**src/rtl/posit_pkg.sv**
```systemverilog
// Shared posit definitions: scale width, saturation limits, special encodings
// and the decoded-field bundle exchanged between posit encoder and decoder.
package posit_pkg;

  localparam int SCALE_W  = 8;
  localparam int FRAC_MAX = 32;
  localparam int WORD_MAX = 32;

  typedef logic [WORD_MAX-1:0]       posit_word_t;
  typedef logic [FRAC_MAX-1:0]       posit_frac_t;
  typedef logic signed [SCALE_W-1:0] posit_scale_t;

  // Fraction is left-justified in FRAC_MAX bits: MSB weighs 2^-1.
  typedef struct packed {
    logic         sign;
    logic         zero;
    logic         nar;
    posit_scale_t scale;
    posit_frac_t  fraction;
    logic         sticky;
  } posit_fields_t;

  function automatic int posit_maxscale(input int width, input int es);
    return (width - 2) * (1 << es);
  endfunction

  function automatic posit_word_t posit_maxpos(input int width);
    return (posit_word_t'(1) << (width - 1)) - posit_word_t'(1);
  endfunction

  function automatic posit_word_t posit_minpos();
    return posit_word_t'(1);
  endfunction

  function automatic posit_word_t posit_nar(input int width);
    return posit_word_t'(1) << (width - 1);
  endfunction

endpackage

```
**src/rtl/posit_regime_pack.sv**
```systemverilog
// Combinational regime/exponent/fraction packer: builds the unrounded posit
// magnitude plus guard and sticky bits, with scale saturation to maxpos/minpos.
module posit_regime_pack
  import posit_pkg::*;
#(
  parameter int WIDTH = 32,
  parameter int ES    = 2
) (
  input  logic signed [SCALE_W-1:0] i_scale,
  input  logic [FRAC_MAX-1:0]       i_fraction,
  input  logic                      i_sticky,
  output logic [WIDTH-2:0]          o_mag,
  output logic                      o_guard,
  output logic                      o_sticky,
  output logic                      o_sat
);

  localparam int EF_W     = ES + FRAC_MAX;
  localparam int VW       = 2 + EF_W + WIDTH;
  localparam int MAXSCALE = posit_maxscale(WIDTH, ES);
  localparam logic [WIDTH-2:0] MAG_MAX = (WIDTH-1)'(posit_maxpos(WIDTH));
  localparam logic [WIDTH-2:0] MAG_MIN = (WIDTH-1)'(posit_minpos());

  logic signed [SCALE_W-1:0] w_k;
  logic                      w_neg;
  logic [SCALE_W-1:0]        w_sh;
  logic [EF_W-1:0]           w_ef;
  logic [VW-1:0]             w_vec;
  logic [VW-1:0]             w_shifted;
  logic [WIDTH-2:0]          w_mag_raw;
  logic                      w_guard;
  logic                      w_rest;
  logic                      w_sat_hi;
  logic                      w_sat_lo;

  function automatic logic [WIDTH-2:0] sat_mag(input logic hi, input logic lo,
                                               input logic [WIDTH-2:0] raw);
    if (hi) return MAG_MAX;
    if (lo) return MAG_MIN;
    return raw;
  endfunction

  assign w_k   = i_scale >>> ES;
  assign w_neg = w_k[SCALE_W-1];
  // -k-1 == ~k, so one shifter serves both regime polarities
  assign w_sh  = w_neg ? ~w_k : w_k;

  generate
    if (ES == 0) begin : g_no_exp
      assign w_ef = i_fraction;
    end else begin : g_exp
      assign w_ef = {i_scale[ES-1:0], i_fraction};
    end
  endgenerate

  // Seed "10" (k>=0) or "01" (k<0); the arithmetic shift replicates the
  // leading regime bit, and the zero tail keeps every shifted-out bit.
  assign w_vec     = {~w_neg, w_neg, w_ef, {WIDTH{1'b0}}};
  assign w_shifted = $signed(w_vec) >>> w_sh;

  assign w_mag_raw = w_shifted[VW-1 -: WIDTH-1];
  assign w_guard   = w_shifted[VW-WIDTH];
  assign w_rest    = |w_shifted[VW-WIDTH-1:0];

  assign w_sat_hi = int'(i_scale) > MAXSCALE;
  assign w_sat_lo = int'(i_scale) < -MAXSCALE;

  // Saturated results report inexact via sticky but never round further.
  always_comb begin
    o_sat    = w_sat_hi | w_sat_lo;
    o_mag    = sat_mag(w_sat_hi, w_sat_lo, w_mag_raw);
    o_guard  = o_sat ? 1'b0 : w_guard;
    o_sticky = o_sat ? 1'b1 : (w_rest | i_sticky);
  end

endmodule

```
**src/rtl/posit_encoder_pipe.sv**
```systemverilog
// Two-stage valid/ready posit encoder: regime packing, then round-to-nearest-
// even, clamping and sign application, with per-stage bubble collapse.
module posit_encoder_pipe
  import posit_pkg::*;
#(
  parameter int WIDTH   = 32,
  parameter int ES      = 2,
  parameter int FRAC_IN = 16
) (
  input  logic                      clk,
  input  logic                      rst,
  input  logic                      in_valid,
  output logic                      in_ready,
  input  logic                      in_sign,
  input  logic                      in_zero,
  input  logic                      in_nar,
  input  logic signed [SCALE_W-1:0] in_scale,
  input  logic [FRAC_IN-1:0]        in_fraction,
  input  logic                      in_sticky,
  output logic                      out_valid,
  input  logic                      out_ready,
  output logic [WIDTH-1:0]          out_posit,
  output logic                      out_inexact,
  output logic                      out_sat
);

  localparam logic [WIDTH-2:0] MAG_MAX  = (WIDTH-1)'(posit_maxpos(WIDTH));
  localparam logic [WIDTH-2:0] MAG_MIN  = (WIDTH-1)'(posit_minpos());
  localparam logic [WIDTH-1:0] NAR_WORD = WIDTH'(posit_nar(WIDTH));

  posit_fields_t    w_fields;
  logic             w_load_p1;
  logic             w_load_p2;
  logic [WIDTH-2:0] w_mag;
  logic             w_guard;
  logic             w_sticky;
  logic             w_sat;
  logic [WIDTH-1:0] w_posit_d;
  logic             w_inexact_d;
  logic             w_sat_d;

  logic             r_vld_p1;
  logic [WIDTH-2:0] r_mag_p1;
  logic             r_guard_p1;
  logic             r_sticky_p1;
  logic             r_sat_p1;
  logic             r_sign_p1;
  logic             r_zero_p1;
  logic             r_nar_p1;

  logic             r_vld_p2;
  logic [WIDTH-1:0] r_posit_p2;
  logic             r_inexact_p2;
  logic             r_sat_p2;

  function automatic logic [WIDTH-2:0] clamp_mag(input logic [WIDTH-1:0] sum);
    if (sum[WIDTH-1]) return MAG_MAX;
    if (sum[WIDTH-2:0] == '0) return MAG_MIN;
    return sum[WIDTH-2:0];
  endfunction

  function automatic logic [WIDTH-2:0] round_rne(input logic [WIDTH-2:0] mag,
                                                 input logic guard,
                                                 input logic sticky);
    logic inc;
    inc = guard & (sticky | mag[0]);
    return clamp_mag({1'b0, mag} + {{(WIDTH-1){1'b0}}, inc});
  endfunction

  function automatic logic [WIDTH-1:0] apply_sign(input logic sign,
                                                  input logic [WIDTH-2:0] mag);
    logic [WIDTH-1:0] word;
    word = {1'b0, mag};
    return sign ? (~word + WIDTH'(1)) : word;
  endfunction

  always_comb begin
    w_fields          = '0;
    w_fields.sign     = in_sign;
    w_fields.zero     = in_zero;
    w_fields.nar      = in_nar;
    w_fields.scale    = in_scale;
    w_fields.fraction = posit_frac_t'(in_fraction) << (FRAC_MAX - FRAC_IN);
    w_fields.sticky   = in_sticky;
  end

  assign w_load_p2 = ~r_vld_p2 | out_ready;
  assign w_load_p1 = ~r_vld_p1 | w_load_p2;
  assign in_ready  = w_load_p1;

  posit_regime_pack #(
    .WIDTH (WIDTH),
    .ES    (ES)
  ) u_pack (
    .i_scale    (w_fields.scale),
    .i_fraction (w_fields.fraction),
    .i_sticky   (w_fields.sticky),
    .o_mag      (w_mag),
    .o_guard    (w_guard),
    .o_sticky   (w_sticky),
    .o_sat      (w_sat)
  );

  // ---- stage 1: unrounded magnitude, guard/sticky, special flags ----
  always_ff @(posedge clk or posedge rst) begin
    if (rst) begin
      r_vld_p1 <= 1'b0;
    end else if (w_load_p1) begin
      r_vld_p1 <= in_valid;
    end
  end

  always_ff @(posedge clk) begin
    if (w_load_p1 && in_valid) begin
      r_mag_p1    <= w_mag;
      r_guard_p1  <= w_guard;
      r_sticky_p1 <= w_sticky;
      r_sat_p1    <= w_sat;
      r_sign_p1   <= w_fields.sign;
      r_zero_p1   <= w_fields.zero;
      r_nar_p1    <= w_fields.nar;
    end
  end

  // ---- stage 2: rounding, sign, specials ----
  always_comb begin
    w_posit_d   = apply_sign(r_sign_p1, round_rne(r_mag_p1, r_guard_p1, r_sticky_p1));
    w_inexact_d = r_guard_p1 | r_sticky_p1;
    w_sat_d     = r_sat_p1;
    if (r_nar_p1) begin
      w_posit_d   = NAR_WORD;
      w_inexact_d = 1'b0;
      w_sat_d     = 1'b0;
    end else if (r_zero_p1) begin
      w_posit_d   = '0;
      w_inexact_d = 1'b0;
      w_sat_d     = 1'b0;
    end
  end

  always_ff @(posedge clk or posedge rst) begin
    if (rst) begin
      r_vld_p2     <= 1'b0;
      r_posit_p2   <= '0;
      r_inexact_p2 <= 1'b0;
      r_sat_p2     <= 1'b0;
    end else if (w_load_p2) begin
      r_vld_p2 <= r_vld_p1;
      if (r_vld_p1) begin
        r_posit_p2   <= w_posit_d;
        r_inexact_p2 <= w_inexact_d;
        r_sat_p2     <= w_sat_d;
      end
    end
  end

  assign out_valid   = r_vld_p2;
  assign out_posit   = r_posit_p2;
  assign out_inexact = r_inexact_p2;
  assign out_sat     = r_sat_p2;

endmodule
```
**config.mk**
```make
export PLATFORM = sky130hd
export DESIGN_NAME = posit_encoder_pipe
export DESIGN_NICKNAME = d
export VERILOG_FILES = /design/src/rtl/posit_pkg.sv /design/src/rtl/posit_regime_pack.sv /design/src/rtl/posit_encoder_pipe.sv
export SDC_FILE = /design/constraint.sdc
export NUM_CORES = 1
export LEC_CHECK = 0
export CAP_MARGIN = 20
export CORE_UTILIZATION = 60
export DETAILED_ROUTE_END_ITERATION = 8
export DONT_BUFFER_PORTS = 1
export PLACE_DENSITY = 0.76
export RECOVER_POWER = 50
export SLEW_MARGIN = 0
export SYNTH_ARGS = -nofsm -noshare
export SYNTH_HDL_FRONTEND = slang
export SYNTH_HIERARCHICAL = 1
export SYNTH_SLANG_ARGS = --single-unit
```
**constraint.sdc**
```tcl
create_clock -name clk -period 6.1 [get_ports clk]
set_input_delay 0.915 -clock clk [delete_from_list [all_inputs] [get_ports clk]]
set_output_delay 0.915 -clock clk [all_outputs]
set_load 0.03 [all_outputs]
```
After elaboration in Yosys (flattened, before gate mapping). Cells that the tools add are included.

Memories kept: 0. Output and inout port bits: 36. Bits in writable memories: 0. Latch bits: 0. Logic and storage cells: 55. Register bits after elaboration: 73. ROM bits: 0. Input bits: 32.

Multipliers: 0. Bitwise gates (word level): 12. Eq/ne operators: 0. Mux-type cells: 22. Reductions and logical operators: 4. $lt $le $gt $ge: 2. Shift-type cells: 1. Divide/modulo/power cells: 0. $add $sub $neg: 2.

Operators by type and width (count): 31-bit 2-to-1 mux (8); 32-bit 2-to-1 mux (3); 68-bit by 8-bit >>> shifter with 68-bit output (1); 36-bit OR reduction (1); 31-bit by 1-bit adder with 32-bit output (1); 32-bit by 1-bit adder with 32-bit output (second input constant) (1); 31-bit NOT with 32-bit output (1); 31-bit zero test (1); 1-bit 2-to-1 mux (10); 8-bit greater-than comparator (second input constant) (1); 8-bit < comparator (second input constant) (1); 8-bit 2-to-1 mux (1); 6-bit NOT with 8-bit output (1); 1-bit OR (6); 1-bit NOT (3); 2-bit AND reduction (1); 1-bit AND (1); 1-bit logical AND (1).

Logic depth before layout (Yosys ltp). Gate-level depths: netlist of the first run.

Depth after elaboration: 13. Depth in mapped cells: 21. Gate-level depth less buffers: 17.

Cells and area by module. Netlist of the first run, hierarchy kept.

Modules (own cells, without submodules): posit_encoder_pipe (instances 1, cells an instance 509, area each 4727.0 µm²); posit_regime_pack (instances 1, cells an instance 516, area each 3543.4 µm²).

Worst setup path before layout of the first run. Ideal clock, no wire load.

Kind: register to register. From: register r_guard_p1. To: register r_posit_p2[24] (netlist: out_posit[24]). Buffers on the path: 3. Required time: 5.967 ns. Data arrival time: 4.223 ns. Cell stages (with the launch flop): 21. Path slack: 1.744 ns. Setup time: 0.133 ns. Path through: edfxtp_1 -> buf_2 -> and2_1 -> ha_1 -> buf_2 -> nand3_2 -> or4_1 -> clkbuf_1 -> o31a_1 -> a31o_1 -> o2111ai_2 -> nor4_4 -> and2_1 -> nor3_1 -> ha_1 -> nand4_1 -> and2_1 -> o41ai_1 -> nand3_1 -> xnor2_1 -> o21ai_0.

Cells in the longest elaborated chain, start to end: 12.

Ends and longest elaborated chain: start: declaration (RTL line posit_encoder_pipe.sv:44) `logic r_guard_p1;`; start signal: assignment (RTL line posit_encoder_pipe.sv:116) `r_guard_p1 <= w_guard;`; 1-bit AND (*) (RTL line posit_encoder_pipe.sv:66) `inc = guard & (sticky | mag[0]);`; 31-bit by 1-bit adder with 32-bit output (*) (RTL line posit_encoder_pipe.sv:67) `return clamp_mag({1'b0, mag} + {{(WIDTH-1){1'b0}}, inc});`; 31-bit zero test (RTL line posit_encoder_pipe.sv:58) `if (sum[WIDTH-2:0] == '0) return MAG_MIN;`; 1-bit 2-to-1 mux (2 in series) (RTL line posit_encoder_pipe.sv:58); 31-bit 2-to-1 mux (RTL line posit_encoder_pipe.sv:59) `return sum[WIDTH-2:0];`; 31-bit 2-to-1 mux (*) (RTL line posit_encoder_pipe.sv:58); 31-bit NOT with 32-bit output (RTL line posit_encoder_pipe.sv:74) `return sign ? (~word + WIDTH'(1)) : word;`; 32-bit by 1-bit adder with 32-bit output (RTL line posit_encoder_pipe.sv:74); 32-bit 2-to-1 mux (*) (RTL line posit_encoder_pipe.sv:74); 32-bit 2-to-1 mux (*) (RTL line posit_encoder_pipe.sv:134) `end else if (r_zero_p1) begin`; 32-bit 2-to-1 mux (*) (RTL line posit_encoder_pipe.sv:130) `if (r_nar_p1) begin`; end signal: assignment (RTL line posit_encoder_pipe.sv:150) `r_posit_p2 <= w_posit_d;`; end: declaration (RTL line posit_encoder_pipe.sv:52) `logic [WIDTH-1:0] r_posit_p2;`.

Every way passes the cells marked *; elsewhere a longest branch is shown, timed or not. The select of a mux whose other input is x is not followed. A chain may end at the register's enable or synchronous reset.

Worst setup path in the final report of the first run. Same ends and word-level chain as after synthesis.

==> out/results.txt, run 1 <==
status: finished, violations left
failing checks: capacitance limit, slew limit
Post-Syn Area: 0.00827 mm2
Yosys reg bits: 73
Mean Syn Cell Area: 8.07 um2
Ys Warns: 6
H-Tree Depth: 3
Core Footprint: 0.0133 mm2
Worst Hold Margin: 0.488 ns
Final Non-Filler Cells: 1222
CTS tree: yes
top area cells in the synthesized netlist: edfxtp_1 (13%), dfrtp_1 (11%), nand2_1 (7.3%), mux4_2 (7.1%), mux2i_1 (5.8%)
Largest delay share family, worst path: simple AND/OR/NAND/NOR gates
layout cells sized above 1: 9.66%
CP most frequent cell: and2_1
largest net degree at the start of global routing: 63
First-pass DRT Iterations: 5
Netlist cell types: 96
final worst slack: 0.983 ns
min Tclk post-route: 5.12 ns
Clock Pin Slew Worst Setup and Hold Paths: 0.06 ns
Max clock buf depth: 2
RSZ-0062 raised after global routing: false
number of hold buffers added after CTS: 0
slew margin rel.: -26.6%
Final Net Count: 1079
most numerous cell in the Yosys netlist: nand2_1
routed wire length: 23000 um
row cnt: 42
leading area contributor after synthesis: edfxtp_1
Final Hold Violating Endpoints: 0
die width: 119 um
Via density: 6.36
I/O Pins: 68
final setup violation count: 0
vias in the first global route: 7381
slowest CP cell: or4_1
worst min-delay path class: reg2reg
die area: 0.0143 mm2
Worst Tran Pin Value: 1.90 ns
Post-synth top flop: edfxtp_1
Post-synth EDFFs: 37
ANT nets after route: 0
Initial Util: 62.0%
Buf/Inv on CP: 0
Total Routing Usage GR: 33.1%
Max Clock Freq: 195 MHz
peak supply drop: 132 uV
clk_lat worst skew: 0.34 ns
Synth Instances: 1025
initial antenna violation count: 0
top cell type's share of synthesized area: 13.4%
Critical Path, Cell by Cell: and2_1 > ha_1 > nand3_2 > or4_1 > o31a_1 > a31o_1 > o2111ai_2 > nor4_4 > and2_1 > nor3_1 > ha_1 > nand4_1 > and2_1 > o41ai_1 > nand3_1 > xnor2_1 > o21ai_0
placed cells: 1206
Worst path max stage delay: 0.71 ns
CTS Root Cell: clkbuf_16
cts bufs inserted: 9
Worst Clk Skew: 0.00841 ns
Leak: 3.39 nW
CP Data Required Time: 6.28 ns
# DRC: 0
GP Congestion: 0.965
clk sink count: 73
CP arrival: 5.30 ns
setup TNS: 0 ns
CTS-repair resized insts: 0
crit-path max FO: 9
crit end category: register
WL/cell: 18.9 um
Tcrit/Tclk final: 83.9%
drt first-iter violations: 741
Startpoint Class: register
# diodes: 0
Congestion Overflow GR: 0
type of the worst setup path: reg2reg
DP HPWL: 17100 um
power per standard cell area: 214 mW/mm2
Placed Area: 0.00851 mm2
Setup Buffers After CTS: 0
Vert. Die Dim: 119 um
Buffers on Ports: 0
max cap viols: 3
async set-reset flop share out of synthesis: 49.3%
fillcell total: 1141
Final Max Slew Viols: 113
first-pass GRT wire length: 37800 um
most frequent cells after synthesis: nand2_1 (161), o21ai_0 (83), nor2_1 (68), a21oi_1 (55), clkbuf_1 (52)
final core occ: 66.1%
Setup WS pre-CTS: 1.05 ns
Final Cell Area: 0.00882 mm2
via count of the routed design: 7774
Area growth syn-to-layout: 6.66%
Pwr Total: 1.89 mW
Seq/Total Area, Yosys: 24.3%
## cells by family after synthesis
family / Yosys count / synth area share, %
and+or+nand+nor: 435 / 26.7
muxes: 86 / 14.5
AOI/OAI and AO/OA: 264 / 21.3
other: 1 / 0.0453
buffers and inverters: 102 / 5.55
adders and majority gates: 13 / 1.75
xor gates and xnor gates: 51 / 5.72
DFF: 73 / 24.3
## flip-flops by register name (all words and copies together), names as in the netlist
signal / count
r_sign_p1: 1
out_posit: 32
r_zero_p1: 1
r_sat_p1: 1
r_guard_p1: 1
r_sticky_p1: 1
out_inexact: 1
r_vld_p1: 1
out_valid: 1
r_mag_p1: 31
r_nar_p1: 1
out_sat: 1
## area by class of cell
class	count	area, um2	share of cell area, %
Sequential cell	73	2010	22.8
Clock buffer	9	225	2.55
Clock inverter	7	95.1	1.08
Multi-Input combinational cell	930	6130	69.4
Tap cell	176	220	2.50
Inverter	13	48.8	0.553
Timing Repair Buffer	14	93.8	1.06
## placed cells by master (no fill, tap or decap), types with 8 or more instances in the layout
| cell type | instances |
|---|---|
| a31oi_1 | 12 |
| a221oi_1 | 9 |
| o21ai_0 | 83 |
| o31ai_1 | 13 |
| nor3_1 | 33 |
| nand2b_1 | 12 |
| and2_1 | 12 |
| buf_4 | 11 |
| xor2_1 | 20 |
| mux2_2 | 12 |
| edfxtp_1 | 37 |
| nand3_1 | 48 |
| a22oi_1 | 10 |
| a21oi_1 | 55 |
| nand4_1 | 17 |
| inv_1 | 11 |
| or3_1 | 16 |
| nand2_1 | 161 |
| mux4_2 | 26 |
| o22ai_1 | 8 |
| clkbuf_16 | 9 |
| xnor2_1 | 27 |
| and3_1 | 10 |
| conb_1 | 81 |
| dfrtp_1 | 36 |
| mux2i_1 | 48 |
| nor2_1 | 68 |
## routing by layer
metal,part of all wire [%],vias up,track usage (%)
met4,4.1,0,16.7
met5,0,-,0
met3,5.6,75,4.36
li1,-,3797,-
met1,40,3560,39.6
met2,51,342,58.2
## power breakdown
part / switching [mW] / internal (mW) / total (mW)
clock: 0.201 / 0.357 / 0.559
sequential: 0.127 / 0.588 / 0.715
combinational: 0.364 / 0.253 / 0.616
## path summary, 6_finish.rpt
path / from / to / slack [ns] / cells after the start
setup reg to reg: r_guard_p1 / out_posit[24] / 0.98 / 17
setup / recovery: r_guard_p1 / out_posit[24] / 0.98 / 17
min in group asynchronous: rst / out_posit[1] / 1.15 / 2
hold / removal: r_vld_p1 / out_valid / 0.49 / 1
max in group asynchronous: rst / out_valid / 3.86 / 2
hold reg to reg: r_vld_p1 / out_valid / 0.49 / 1
Note: power is estimated with default switching activity, not from simulation.
==> run 2: changes to the inputs <==
--- a/config.mk
+++ b/config.mk
@@ -9,7 +9,7 @@
 export CORE_UTILIZATION = 60
 export DETAILED_ROUTE_END_ITERATION = 8
 export DONT_BUFFER_PORTS = 1
-export PLACE_DENSITY = 0.76
+export PLACE_DENSITY = 0.79
 export RECOVER_POWER = 50
 export SLEW_MARGIN = 0
 export SYNTH_ARGS = -nofsm -noshare
==> constraint.sdc (replaced) <==
create_clock -name clk -period 4.6 [get_ports clk]
set_input_delay 0.69 -clock clk [delete_from_list [all_inputs] [get_ports clk]]
set_output_delay 0.69 -clock clk [all_outputs]
set_load 0.03 [all_outputs]
==> run 2 against run 1 <==
Effect of this change:
- the flow still finishes with violations (capacitance limit, slew limit)
- non-clock buffer count rose by 23
- worst setup slack got worse by 0.60 ns
- combinational power rose by 41%
- highest routed layer unchanged
- routed wire length rose by 2.2%
- clock skew fell by 0.0010 ns
- utilization rose by 1.5 points
- critical endpoint unchanged
==> out/results.txt, run 2 (synthesis gave the netlist of run 1 again) <==
Buf/Inv on CP: 1 (was 0)
Critical Path, Cell by Cell: ha_1 > nand3_2 > or4_4 > o31a_1 > a31o_1 > o2111ai_2 > nor4_4 > and2_1 > nor3_2 > ha_1 > nand4_1 > and2_1 > o41ai_1 > buf_4 > nand3_1 > xnor2_1 > o21ai_0 (was and2_1 > ha_1 > nand3_2 > or4_1 > o31a_1 > a31o_1 > o2111ai_2 > nor4_4 > and2_1 > nor3_1 > ha_1 > nand4_1 > and2_1 > o41ai_1 > nand3_1 > xnor2_1 > o21ai_0)
fillcell total: 1112 (was 1141)
Worst Tran Pin Value: 1.90 ns (about the same)
Max clock buf depth: 2 (unchanged)
Congestion Overflow GR: 0 (unchanged)
Area growth syn-to-layout: 9.14% (was 6.66%)
Worst Hold Path EP: r_nar_p1 (was out_valid)
commonest non-fill, non-tap cell in the layout: nand2_1 (unchanged)
RSZ-0062 raised after global routing: false (unchanged)
min Tclk post-route: 4.22 ns (was 5.12 ns)
First-pass DRT Iterations: 7 (was 5)
CTS Root Cell: clkbuf_16 (unchanged)
power per standard cell area: 283 mW/mm2 (was 214 mW/mm2)
die width: 119 um (unchanged)
routed wire length: 23500 um (was 23000 um)
multi-input logic area: 0.00613 mm2 (about the same)
max reg flops: 32 (unchanged)
I/O Pins: 68 (unchanged)
row cnt: 42 (unchanged)
WL/cell: 18.9 um (about the same)
Largest delay share family, worst path: simple AND/OR/NAND/NOR gates (unchanged)
Buffers on Ports: 0 (unchanged)
CP arrival: 4.42 ns (was 5.30 ns)
Leak: 3.51 nW (was 3.39 nW)
Worst Clk Skew: 0.00736 ns (was 0.00841 ns)
layout cells sized above 1: 11.7% (was 9.66%)
CTS tree: yes (unchanged)
slew margin rel.: -26.5% (was -26.6%)
Total Routing Usage GR: 33.4% (was 33.1%)
setup slack on the worst flop-to-flop path: 0.38 ns (was 0.98 ns)
clk sink count: 73 (unchanged)
register area: 0.00201 mm2 (unchanged)
ANT nets after route: 0 (unchanged)
via count of the routed design: 8178 (was 7774)
Tcrit/Tclk final: 91.7% (was 83.9%)
reg-to-reg endpoint: out_posit[24] (unchanged)
H-Tree Depth: 3 (unchanged)
crit end category: register (unchanged)
Vert. Die Dim: 119 um (unchanged)
setup TNS: 0 ns (unchanged)
max cap viols: 3 (unchanged)
failing checks: capacitance limit, slew limit (unchanged)
largest net degree at the start of global routing: 63 (unchanged)
final worst slack: 0.381 ns (was 0.983 ns)
RR Startpoint: r_mag_p1[1] (was r_guard_p1)
Final Max Slew Viols: 75 (was 113)
peak supply drop: 202 uV (was 132 uV)
GP Congestion: 1.01 (was 0.965)
commonest cells after routing, fill and taps aside: nand2_1 (161), o21ai_0 (83), conb_1 (81) (unchanged)
Core Footprint: 0.0133 mm2 (unchanged)
Final Net Count: 1102 (was 1079)
worst min-delay path class: in2reg (was reg2reg)
initial antenna violation count: 0 (unchanged)
Setup WS pre-CTS: 0.290 ns (was 1.05 ns)
type of the worst setup path: reg2reg (unchanged)
Via density: 6.57 (was 6.36)
slowest CP cell: or4_4 (was or4_1)
clk_lat worst skew: 0.33 ns (was 0.34 ns)
final setup violation count: 0 (unchanged)
Hold Crit Depth: 0 (was 1)
# diodes: 0 (unchanged)
first-pass GRT wire length: 38400 um (was 37800 um)
vias in the first global route: 7494 (was 7381)
Max Clock Freq: 237 MHz (was 195 MHz)
Initial Util: 62.0% (unchanged)
Worst path max stage delay: 0.60 ns (was 0.71 ns)
# DRC: 0 (unchanged)
min-delay src: in_nar (was r_vld_p1)
CP Data Required Time: 4.81 ns (was 6.28 ns)
drt first-iter violations: 1105 (was 741)
DP HPWL: 17600 um (was 17100 um)
status: finished, violations left (unchanged)
die area: 0.0143 mm2 (unchanged)
number of hold buffers added after CTS: 0 (unchanged)
reg2reg path depth: 17 (unchanged)
crit-path max FO: 5 (was 9)
Clock Pin Slew Worst Setup and Hold Paths: 0.06 ns (about the same)
Final Hold Violating Endpoints: 0 (unchanged)
Startpoint Class: register (unchanged)
cts bufs inserted: 9 (unchanged)
run 2: cell types whose count changed in the layout (fill, tap and decap cells not counted):
cell      before  now
and2_0         0    1
and2_1        12   11
buf_12         0    2
buf_4         11   32
clkbuf_1       3    4
clkinv_2       2    1
clkinv_4       2    0
inv_6          0    2
nor3_1        33   32
nor3_2         2    3
or4_1          7    6
or4_4          1    2
run 2: worst register-to-register path, stage by stage, from the launching register on:
cell and delay (ns):
edfxtp_1 0.47, ha_1 0.23, nand3_2 0.10, or4_4 0.60, o31a_1 0.27, a31o_1 0.22, o2111ai_2 0.28, nor4_4 0.06
and2_1 0.25, nor3_2 0.17, ha_1 0.21, nand4_1 0.13, and2_1 0.22, o41ai_1 0.40, buf_4 0.19, nand3_1 0.08
xnor2_1 0.16, o21ai_0 0.08
run 2: report_power, final:
group,total [mW],switching [mW],leakage [nW],internal (mW)
registers,0.940,0.161,0.838,0.779
logic,0.867,0.512,2.52,0.355
clock network,0.749,0.271,0.153,0.478
total,2.56,0.944,3.51,1.61
run 2: stage by stage:
step                      total power [mW]  cells  hold slack (ns)  utilization, %  cell area [um2]
after floorplan                       1.61   1105            0.443               -             8570
after CTS                             2.53   1242            0.369            67.5             9010
after detailed placement              1.78   1226            0.477            65.1             8690
after global placement                1.77   1226            0.446            65.1             8690
final                                 2.56   1245            0.453            67.6             9030
after global routing                  2.68   1245            0.439            67.6             9030
run 2: worst max-delay path by stage:
stage	depth (start not counted)	endpoint	slack [ns]	startpoint
6_report	17	out_posit[24]	0.38	r_mag_p1[1]
5_1_grt	17	out_posit[24]	0.02	r_mag_p1[1]
4_1_cts	17	out_posit[24]	0.24	r_mag_p1[1]
3_5_place_dp	17	out_posit[24]	0.29	r_mag_p1[1]
3_3_place_gp	17	out_posit[24]	0.38	r_mag_p1[1]
2_1_floorplan	20	out_posit[24]	0.24	r_guard_p1
run 2: repair_timing:
item,in CTS,in global routing
setup endpoints to repair,0,4
hold endpoints to repair,0,0
buffers inserted,0,3
resized for setup,0,2
run 2: layout make-up:
class / count / share of cell area (%)
flip-flops and latches: 73 / 22.3
multi-input cells: 930 / 68.0
well taps: 176 / 2.44
inverters: 13 / 0.541
repair buffers: 37 / 3.23
clock inverters: 6 / 0.998
clock buffers: 10 / 2.54
run 2: layer usage:
metal	GRT usage, %	vias up	wire [um]
met5	0	-	0
met4	15.5	0	928
met3	5.94	76	2160
met2	53.3	478	10900
met1	44.1	3782	9600
li1	-	3842	-
==> run 3: changes to the inputs <==
--- a/config.mk
+++ b/config.mk
@@ -9,6 +9,7 @@
 export CORE_UTILIZATION = 60
 export DETAILED_ROUTE_END_ITERATION = 8
 export DONT_BUFFER_PORTS = 1
+export MAX_ROUTING_LAYER = met4
 export PLACE_DENSITY = 0.79
 export RECOVER_POWER = 50
 export SLEW_MARGIN = 0
==> run 3 against run 2 <==
Effect of this change:
- the flow still finishes with violations (capacitance limit, slew limit)
- power up 0.81%
- sequential cell count unchanged
- register-to-register slack worse by 0.11 ns
- routed wire length up 5.7%
- critical path type unchanged
- final cell count up 0.24%
==> out/results.txt, run 3 (synthesis gave the netlist of run 1 again) <==
status: finished, violations left (unchanged)
failing checks: capacitance limit, slew limit (unchanged)
final setup violation count: 0 (unchanged)
CP most frequent cell: and2_1
Worst Tran Pin Value: 1.97 ns (was 1.90 ns)
CP arrival: 4.55 ns (was 4.42 ns)
Clock Pin Slew Worst Setup and Hold Paths: 0.07 ns (was 0.06 ns)
Critical path origin: r_mag_p1[0] (was r_mag_p1[1])
Worst path max stage delay: 0.61 ns (was 0.60 ns)
Via density: 6.65 (was 6.57)
Critical Path, Cell by Cell: and2_1 > ha_1 > nand3_2 > or4_4 > o31a_1 > a31o_1 > o2111ai_2 > nor4_4 > and2_1 > nor3_1 > ha_1 > nand4_1 > and2_1 > o41ai_1 > buf_4 > nand3_1 > xnor2_1 > o21ai_0 (was ha_1 > nand3_2 > or4_4 > o31a_1 > a31o_1 > o2111ai_2 > nor4_4 > and2_1 > nor3_2 > ha_1 > nand4_1 > and2_1 > o41ai_1 > buf_4 > nand3_1 > xnor2_1 > o21ai_0)
I/O Pins: 68 (unchanged)
fillcell total: 1163 (was 1112)
grt met1 use: 46.5% (was 44.1%)
met3 usage: 8.33% (was 5.94%)
clk_lat worst skew: 0.35 ns (was 0.33 ns)
Tcrit/Tclk final: 94.2% (was 91.7%)
Area growth syn-to-layout: 8.99% (was 9.14%)
Buffers on Ports: 0 (unchanged)
RR Startpoint: r_mag_p1[0] (was r_mag_p1[1])
worst min-delay path class: in2reg (unchanged)
Final Net Count: 1104 (was 1102)
cts bufs inserted: 9 (unchanged)
M2 GR Usage: 55.2% (was 53.3%)
type of the worst setup path: reg2reg (unchanged)
number of hold buffers added after CTS: 0 (unchanged)
crit-path max FO: 5 (unchanged)
final core occ: 67.5% (was 67.6%)
reg-to-reg endpoint: out_posit[24] (unchanged)
first-pass GRT wire length: 39700 um (was 38400 um)
layout cells sized above 1: 11.8% (was 11.7%)
# DRC: 0 (unchanged)
reg2reg path depth: 18 (was 17)
die area: 0.0143 mm2 (unchanged)
GP Congestion: 1.03 (was 1.01)
Pwr Total: 2.58 mW (was 2.56 mW)
multi-input logic area: 0.00613 mm2 (about the same)
setup slack on the worst flop-to-flop path: 0.27 ns (was 0.38 ns)
CP Data Required Time: 4.82 ns (was 4.81 ns)
peak supply drop: 175 uV (was 202 uV)
slowest CP cell: or4_4 (unchanged)
WL/cell: 19.9 um (was 18.9 um)
crit end category: register (unchanged)
Leak: 3.51 nW (unchanged)
CTS Root Cell: clkbuf_16 (unchanged)
register area: 0.00201 mm2 (unchanged)
Final Max Slew Viols: 113 (was 75)
routed wire length: 24900 um (was 23500 um)
max cap viols: 3 (unchanged)
Worst Clk Skew: 0.0153 ns (was 0.00736 ns)
max reg flops: 32 (unchanged)
min Tclk post-route: 4.33 ns (was 4.22 ns)
First-pass DRT Iterations: 5 (was 7)
Vert. Die Dim: 119 um (unchanged)
largest net degree at the start of global routing: 63 (unchanged)
clk sink count: 73 (unchanged)
ANT nets after route: 0 (unchanged)
commonest non-fill, non-tap cell in the layout: nand2_1 (unchanged)
commonest cells after routing, fill and taps aside: nand2_1 (161), o21ai_0 (83), conb_1 (81) (unchanged)
vias in the first global route: 7547 (was 7494)
drt first-iter violations: 920 (was 1105)
Startpoint Class: register (unchanged)
Core Footprint: 0.0133 mm2 (unchanged)
Initial Util: 62.0% (unchanged)
Total Routing Usage GR: 36.1% (was 33.4%)
initial antenna violation count: 1 (was 0)
die width: 119 um (unchanged)
slew margin rel.: -31.4% (was -26.5%)
power per standard cell area: 286 mW/mm2 (was 283 mW/mm2)
CTS tree: yes (unchanged)
H-Tree Depth: 3 (unchanged)
Max Clock Freq: 231 MHz (was 237 MHz)
Final Hold Violating Endpoints: 0 (unchanged)
row cnt: 42 (unchanged)
Max clock buf depth: 2 (unchanged)
DP HPWL: 18200 um (was 17600 um)
Congestion Overflow GR: 0 (unchanged)
GRT Max-Usage Layer: met2 (unchanged)
via count of the routed design: 8296 (was 8178)
Worst setup endpoint: out_posit[24] (unchanged)
[run 3: layout make-up]
type | instances | share of cell area, %
Antenna cell | 1 | 0.0278
Clock buffer | 9 | 2.50
Clock inverter | 7 | 1.04
Inverter | 13 | 0.541
Multi-Input combinational cell | 930 | 68.0
Sequential cell | 73 | 22.3
Tap cell | 176 | 2.44
Timing Repair Buffer | 39 | 3.12
[run 3: where the power goes]
part | leakage (nW) | switching, mW | internal (mW)
Combinational | 2.52 | 0.522 | 0.353
Clock | 0.153 | 0.283 | 0.475
Sequential | 0.838 | 0.165 | 0.779
[run 3: stage by stage]
stage | hold WS [ns] | instance area (um2) | cells | setup WS, ns | setup TNS, ns
after floorplan | 0.443 | 8570 | 1105 | 0.244 | 0
after global placement | 0.449 | 8650 | 1225 | 0.364 | 0
after detailed placement | 0.449 | 8650 | 1225 | 0.274 | 0
after CTS | 0.347 | 8970 | 1241 | 0.217 | 0
after global routing | 0.437 | 9010 | 1248 | -0.0390 | -0.0390
final | 0.446 | 9010 | 1248 | 0.269 | 0
[run 3: how the worst min path moves through the flow]
| stage | startpoint | end | slack [ns] | cells after the start |
|---|---|---|---|---|
| after floorplan | r_sat_p1 | out_sat | 0.44 | 1 |
| after global placement | r_sat_p1 | out_sat | 0.45 | 1 |
| after detailed placement | r_sat_p1 | out_sat | 0.45 | 1 |
| after CTS | rst | out_posit[23] | 0.35 | 2 |
| after global routing | in_nar | r_nar_p1 | 0.44 | 0 |
| final | in_nar | r_nar_p1 | 0.45 | 0 |
[run 3: layer usage]
layer  vias to the layer above  wire length, um
li1                       3843                -
met1                      3886            10400
met2                       466            11200
met3                       101             2260
met4                         0             1050
met5                         -                0
[run 3: worst max-delay path, delay by kind of cell (launching register included)]
kind,cells,cell delay [ns]
adders and majority gates,2,0.43
and+or+nand+nor,9,1.82
DFF,1,0.37
buffers and inverters,1,0.18
AOI/OAI and AO/OA,5,1.22
xor gates and xnor gates,1,0.19
[run 3: what timing repair did]
item                                    in CTS  in global routing
endpoints found under the setup margin       0                  3
buffers inserted                             0                  6
resized for setup                            0                  1
